==> config.mk <==
export PLATFORM = sky130hd
export DESIGN_NAME = sync_mod_counter
export DESIGN_NICKNAME = d
export VERILOG_FILES = /design/src/rtl/sync_mod_counter.sv
export SDC_FILE = /design/constraint.sdc
export NUM_CORES = 1
export LEC_CHECK = 0
export CAP_MARGIN = 20
export CORE_UTILIZATION = 25
export CTS_BUF_LIST = sky130_fd_sc_hd__clkbuf_8
export DETAILED_ROUTE_END_ITERATION = 8
export SLEW_MARGIN = 20
export SYNTH_ARGS = -nofsm -noshare
export SYNTH_HDL_FRONTEND = slang
export SYNTH_SLANG_ARGS = --single-unit
==> constraint.sdc <==
create_clock -name clk -period 2.1 [get_ports clk]
set_input_delay 0.42 -clock clk [delete_from_list [all_inputs] [get_ports clk]]
set_output_delay 0.42 -clock clk [all_outputs]
set_load 0.01 [all_outputs]
==> src/rtl/sync_mod_counter.sv <==
// Fully registered up/down modulo counter (0..MAX_VAL) with parallel load and wrap pulse.
// Optional registered Gray-coded output enabled by defining SYNC_MOD_COUNTER_GRAY_EN.
module sync_mod_counter #(
  parameter int unsigned           WIDTH   = 4,
  parameter logic [WIDTH-1:0]      MAX_VAL = {WIDTH{1'b1}}
) (
  input  logic             clk,
  input  logic             rst,
  input  logic             en,
  input  logic             up,
  input  logic             load,
  input  logic [WIDTH-1:0] load_val,
  output logic [WIDTH-1:0] count,
  output logic             wrap,
  output logic [WIDTH-1:0] count_gray
);

  logic [WIDTH-1:0] count_q;
  logic             wrap_q;
  logic [WIDTH-1:0] count_nxt;
  logic             wrap_nxt;

  // Terminal tests happen before any +1/-1, so the WIDTH-bit sum never overflows.
  always_comb begin
    count_nxt = count_q;
    wrap_nxt  = 1'b0;
    if (load) begin
      count_nxt = (load_val > MAX_VAL) ? MAX_VAL : load_val;
    end else if (en) begin
      if (up) begin
        if (count_q == MAX_VAL) begin
          count_nxt = '0;
          wrap_nxt  = 1'b1;
        end else begin
          count_nxt = count_q + 1'b1;
        end
      end else begin
        if (count_q == '0) begin
          count_nxt = MAX_VAL;
          wrap_nxt  = 1'b1;
        end else begin
          count_nxt = count_q - 1'b1;
        end
      end
    end
  end

  always_ff @(posedge clk) begin
    if (!rst) begin
      count_q <= '0;
      wrap_q  <= 1'b0;
    end else begin
      count_q <= count_nxt;
      wrap_q  <= wrap_nxt;
    end
  end

  assign count = count_q;
  assign wrap  = wrap_q;

`ifdef SYNC_MOD_COUNTER_GRAY_EN
  logic [WIDTH-1:0] gray_q;

  // Encoded from the next count so the Gray value lines up with count in the same cycle.
  always_ff @(posedge clk) begin
    if (!rst) begin
      gray_q <= '0;
    end else begin
      gray_q <= count_nxt ^ (count_nxt >> 1);
    end
  end

  assign count_gray = gray_q;
`else
  assign count_gray = '0;
`endif

endmodule

==> results.sh, run 1 <==
export IMPL_fillers=146
export IMPL_layout_min_cycle_time_ns=1.70
export IMPL_cp_end_kind="primary output"
export IMPL_cts_sinks=5
export IMPL_root_buffer="clkbuf_8"
export IMPL_coreArea_um2=1350
export IMPL_yosys_area_top_type="dfxtp_1"
export IMPL_rsz0062_at_grt="false"
export IMPL_start_kind="register"
export IMPL_wl_met1_um=362
export IMPL_peakVddDrop_v=0.000511
export IMPL_synth_compound_area_share_pct=25.0
export IMPL_arrival_ns=1.28
export IMPL_clkTransAtPathRegs_ns=0.03
export IMPL_drv_cap=0
export IMPL_setup_tns_ns=0
export IMPL_cts_resized=0
export IMPL_cts_buffer_depth=2
export IMPL_path_delay_family="buffers and inverters"
export IMPL_drc=0
export IMPL_synthMuxAreaShare_pct=5.67
export IMPL_synthCells=45
export IMPL_grt_pass1_wl_um=1390
export IMPL_synth_cell_types=23
export IMPL_synth_simple_gate_area_share_pct=15.0
export IMPL_slew_viol_final=0
export IMPL_post_route_util_pct=40.5
export IMPL_cts_hold_fix_buffers=0
export IMPL_top_layer="met3"
export IMPL_wl_met3_um=86
export IMPL_die_h_um=40.8
export IMPL_ios=18
export IMPL_critPathMaxFanout=7
export IMPL_place_inst=71
export IMPL_p_per_area_nw_per_um2=680
export IMPL_ys_warn_count=0
export IMPL_fin_nets=72
export IMPL_finalHoldViolations=0
export IMPL_synth_top_family_by_area="compound AO/OA/AOI/OAI gates"
export IMPL_critPathMaxStageDelay_ns=0.59
export IMPL_fin_skew_ns=0.00164
export IMPL_hp_class="register to register"
export IMPL_leakage_uw=0.000227
export IMPL_crit_cells=1
export IMPL_fmax_mhz=588
export IMPL_crit_buf_inv=1
export IMPL_path_cells="clkdlybuf4s50_1"
export IMPL_grt_total_usage_pct=13.3
export IMPL_place_congestion=0.697
export IMPL_postCtsSetupBuffers=0
export IMPL_die_area_um2=1660
export IMPL_ys_top_cells_by_area="dfxtp_1, buf_4, xnor2_1, ha_1, o21ai_0"
export IMPL_postRouteAntennaNets=0
export IMPL_drt_pass1_iterations=4
export IMPL_finalSetupViolCount=0
export IMPL_whs_ns=0.635
export IMPL_routedWlPerCell_um=10.9
export IMPL_start_util_pct=27.8
export IMPL_rows=13
export IMPL_cts_tree="built"
export IMPL_overflow=0
export IMPL_status="completed"
export IMPL_final_layout_size_suffix_gt1_share_pct=10.0
export IMPL_numCtsBuffers=3
export IMPL_whs_path_depth=2
export IMPL_netlist_area_um2=375
export IMPL_insertion_delay_ns=0.22
export IMPL_antenna_found_initial=0
export IMPL_drt_iter0_markers=8
export IMPL_diodes=0
export IMPL_rr_worst_depth=6
export IMPL_fin_crit_sh_pct=80.9
export IMPL_met2_length_um=370
export IMPL_yosys_area_top_type_share_pct=26.7
export IMPL_seq_area_frac_synth_pct=26.7
export IMPL_fin_cells=75
export IMPL_h_tree_depth=1
export IMPL_via_per_inst=4.83
export IMPL_synth_xor_area_share_pct=7.00
export IMPL_port_buffers=13
export IMPL_grt_max_degree=9
export IMPL_crit_required_ns=1.68
export IMPL_num_vias=362
export IMPL_syn_area_per_cell_um2=8.34
export IMPL_synth_adder_area_share_pct=6.67
export IMPL_path_class="register to primary output"
export IMPL_die_x_um=40.8
export IMPL_ys_ff_latch=5
export IMPL_dp_hpwl_um=650
export IMPL_area_growth_pct=45.7
export IMPL_slowest_stage="clkdlybuf4s50_1"
export IMPL_drt_wl_total_um=819
export IMPL_grt_pass1_vias=367
==> flip-flops by register name (all words and copies together), names as in the netlist <==
signal  count
count       4
wrap        1
==> through the flow <==
| step | cell area [µm²] | setup WS, ns | power, µW |
|---|---|---|---|
| 6_report | 547 | 0.401 | 372 |
| 5_1_grt | 547 | 0.353 | 401 |
| 4_1_cts | 547 | 0.387 | 379 |
| 3_5_place_dp | 502 | 0.342 | 204 |
| 3_3_place_gp | 502 | 0.366 | 205 |
| 2_1_floorplan | 387 | 0.688 | 169 |
==> per-layer routing <==
metal  GRT usage (%)  up-vias
li1                -      181
met1            14.7      161
met2            19.4       20
met3            9.78        0
met4            5.00        0
met5               0        -
==> power breakdown <==
part	total, µW	internal (µW)	switching (µW)	leakage, µW
Sequential	116	103	12.9	0.0000414
Combinational	87.6	50.4	37.2	0.000159
Clock	169	125	43.9	0.0000269
==> cells in the final DEF (no fill, tap or decap), types with 3 or more instances in the layout <==
master and count:
conb_1 4, nand2_1 4, a21oi_1 3, inv_1 4, o21ai_0 4, clkdlybuf4s50_1 13
xnor2_1 3, dfxtp_1 5, clkbuf_8 3
==> final cells by class <==
class                           instances  area [µm²]  area share, %
Clock buffer                            3        41.3           7.55
Clock inverter                          1        3.75          0.686
Inverter                                4        15.0           2.75
Multi-Input combinational cell         34         238           43.5
Sequential cell                         5         100           18.3
Tap cell                               15        18.8           3.43
Timing Repair Buffer                   13         130           23.8
==> worst reg2reg max path, cell delays in order, from the launching register on <==
cell,delay (ns)
dfxtp_1,0.38
inv_1,0.11
ha_1,0.18
o21bai_1,0.11
a21oi_1,0.09
o311a_1,0.35
a211oi_2,0.22
==> kinds of logic (layout without fill, tap and decap cells) <==
family / after synthesis / count (layout)
multiplexers: 2 / 2
flip-flops: 5 / 5
AO/OA/AOI/OAI: 13 / 13
AND/OR/NAND/NOR: 10 / 10
XOR/XNOR: 3 / 3
other: 1 / 4
buffers and inverters: 9 / 21
adder cells (fa/ha/maj): 2 / 2
==> Yosys cell counts <==
| library cell | count |
|---|---|
| dfxtp_1 | 5 |
| buf_4 | 4 |
| nand2_1 | 4 |
| o21ai_0 | 4 |
| a21oi_1 | 3 |
| inv_1 | 3 |
| xnor2_1 | 3 |
| ha_1 | 2 |
| nor3_1 | 2 |
| nor4b_1 | 2 |
| a211oi_2 | 1 |
| a21bo_1 | 1 |
| a41oi_1 | 1 |
| and2_1 | 1 |
| clkbuf_1 | 1 |
| conb_1 | 1 |
| inv_2 | 1 |
| mux2_2 | 1 |
| mux2i_1 | 1 |
| o211a_1 | 1 |
| o21bai_1 | 1 |
| o311a_1 | 1 |
| or4_1 | 1 |
==> path summary, 6_finish.rpt <==
check | slack, ns | start | endpoint
worst min-delay path | 0.64 | count[2] | wrap
worst min register to register | 0.64 | count[2] | wrap
worst max register to register | 0.58 | count[0] | count[3]
worst max-delay path | 0.40 | count[0] | count[0]
(Power assumes the default switching activity.)
==> inputs of run 2 (changes only) <==
==> constraint.sdc (replaced) <==
create_clock -name clk -period 1.5 [get_ports clk]
set_input_delay 0.3 -clock clk [delete_from_list [all_inputs] [get_ports clk]]
set_output_delay 0.3 -clock clk [all_outputs]
set_load 0.01 [all_outputs]
==> results.sh, run 2 (same netlist as run 1, synthesis figures left out) <==
export IMPL_status="completed"
export IMPL_fin_skew_ns=0.00490
export IMPL_cts_tree="built"
export IMPL_routedWlPerCell_um=11.8
export IMPL_arrival_ns=1.15
export IMPL_coreArea_um2=1350
export IMPL_slew_viol_final=0
export IMPL_area_growth_pct=62.0
export IMPL_start_kind="register"
export IMPL_diodes=0
export IMPL_insertion_delay_ns=0.22
export IMPL_rr_worst_depth=7
export IMPL_largest_reg_flops=4
export IMPL_path_delay_family="buffers and inverters"
export IMPL_r2r_start="count[0]"
export IMPL_fin_nets=79
export IMPL_slowest_stage="clkdlybuf4s50_1"
export IMPL_finalSetupViolCount=0
export IMPL_use_met1_pct=16.7
export IMPL_overflow=0
export IMPL_fin_crit_sh_pct=96.7
export IMPL_num_vias=384
export IMPL_cp_end_kind="primary output"
export IMPL_path_cells="clkdlybuf4s50_1"
export IMPL_min_to="wrap"
export IMPL_p_per_area_nw_per_um2=910
export IMPL_hp_start="count[2]"
export IMPL_leakage_uw=0.000275
export IMPL_design_area_um2=608
export IMPL_post_dp_cell_area_um2=547
export IMPL_postRouteAntennaNets=0
export IMPL_drt_iter0_markers=1
export IMPL_layout_common_cells="clkdlybuf4s50_1, buf_4"
export IMPL_die_x_um=40.8
export IMPL_worst_slack_ns=0.0491
export IMPL_multi_input_area_um2=240
export IMPL_die_h_um=40.8
export IMPL_dp_slack_ns=-0.0498
export IMPL_drt_wl_total_um=967
export IMPL_grt_use_met3_pct=3.80
export IMPL_antenna_found_initial=0
export IMPL_layout_min_cycle_time_ns=1.45
export IMPL_grt_max_degree=9
export IMPL_via_per_inst=4.68
export IMPL_cts_buffer_depth=2
export IMPL_die_area_um2=1660
export IMPL_r2r_setup_slack_ns=0.09
export IMPL_finalHoldViolations=0
export IMPL_numCtsBuffers=3
export IMPL_path_class="register to primary output"
export IMPL_drv_cap=0
export IMPL_start_util_pct=27.8
export IMPL_root_buffer="clkbuf_8"
export IMPL_cts_sinks=5
export IMPL_grt_use_met2_pct=26.2
export IMPL_critPathMaxStageDelay_ns=0.56
export IMPL_grt_total_usage_pct=14.7
export IMPL_h_tree_depth=1
export IMPL_fillers=144
export IMPL_crit_required_ns=1.20
export IMPL_fmax_mhz=689
export IMPL_register_area_um2=104
export IMPL_place_congestion=0.709
export IMPL_layout_commonest_cell="clkdlybuf4s50_1"
export IMPL_grt_pass1_vias=395
export IMPL_grt_pass1_wl_um=1570
export IMPL_drt_pass1_iterations=2
export IMPL_port_buffers=13
export IMPL_whs_path_depth=2
export IMPL_gr_max_usage_layer="met2"
export IMPL_clkTransAtPathRegs_ns=0.04
export IMPL_reg2reg_to="count[2]"
export IMPL_final_layout_size_suffix_gt1_share_pct=25.4
export IMPL_peakVddDrop_v=0.000467
export IMPL_whs_ns=0.646
export IMPL_drc=0
export IMPL_critPathMaxFanout=8
export IMPL_crit_buf_inv=1
export IMPL_ios=18
export IMPL_rows=13
export IMPL_dp_hpwl_um=738
export IMPL_hp_class="register to register"
## run 2: changes by cell type in the layout (fill, tap and decap cells not counted)
cell	delta
ha_2	+1
buf_4	+7
dlymetal6s2s_1	+1
clkdlybuf4s50_1	-1
ha_1	-1
dfxtp_1	-3
dfxtp_2	+3
## run 2: layout make-up
cell class	count	area share [%]
inverter	4	2.47
multi-input combinational	34	39.5
clock inverter	1	0.617
tap	15	3.09
timing repair buffer	20	30.5
sequential	5	17.1
clock buffer	3	6.79
## run 2: power by group
group,switching (µW),internal (µW),leakage [µW]
clock network,68.4,176,0.0000269
logic,61.3,88.1,0.000206
registers,14.6,145,0.0000422
## run 2: worst max-delay path by stage
stage                         from  endpoint  slack, ns  depth (start not counted)
after floorplan           count[1]  count[3]       0.09                          4
after global placement          up  count[1]      -0.05                          6
after detailed placement        up  count[1]      -0.05                          6
after CTS                 count[2]  count[2]       0.03                          1
after global routing      count[0]  count[3]     -0.008                          6
final                     count[3]  count[3]       0.05                          1
## run 2: timing repair
item,CTS,global route
pin swaps,0,1
buffers inserted,0,1
gates resized for setup,3,2
hold endpoints to repair,0,0
hold buffers,0,0
endpoints found under the setup margin,3,2
## run 2: stage by stage
step / std cells / util [%] / TNS, ns / total power (µW)
2_1_floorplan: 48 / - / 0 / 236
3_3_place_gp: 77 / 40.5 / -0.0966 / 304
3_5_place_dp: 77 / 40.5 / -0.123 / 303
4_1_cts: 81 / 44.1 / 0 / 551
5_1_grt: 82 / 45.0 / -0.00802 / 588
6_report: 82 / 45.0 / 0 / 553
## run 2: layer usage
layer | routed length, µm | vias up
li1 | - | 199
met1 | 434 | 171
met2 | 492 | 14
met3 | 41 | 0
met4 | 0 | 0
met5 | 0 | -
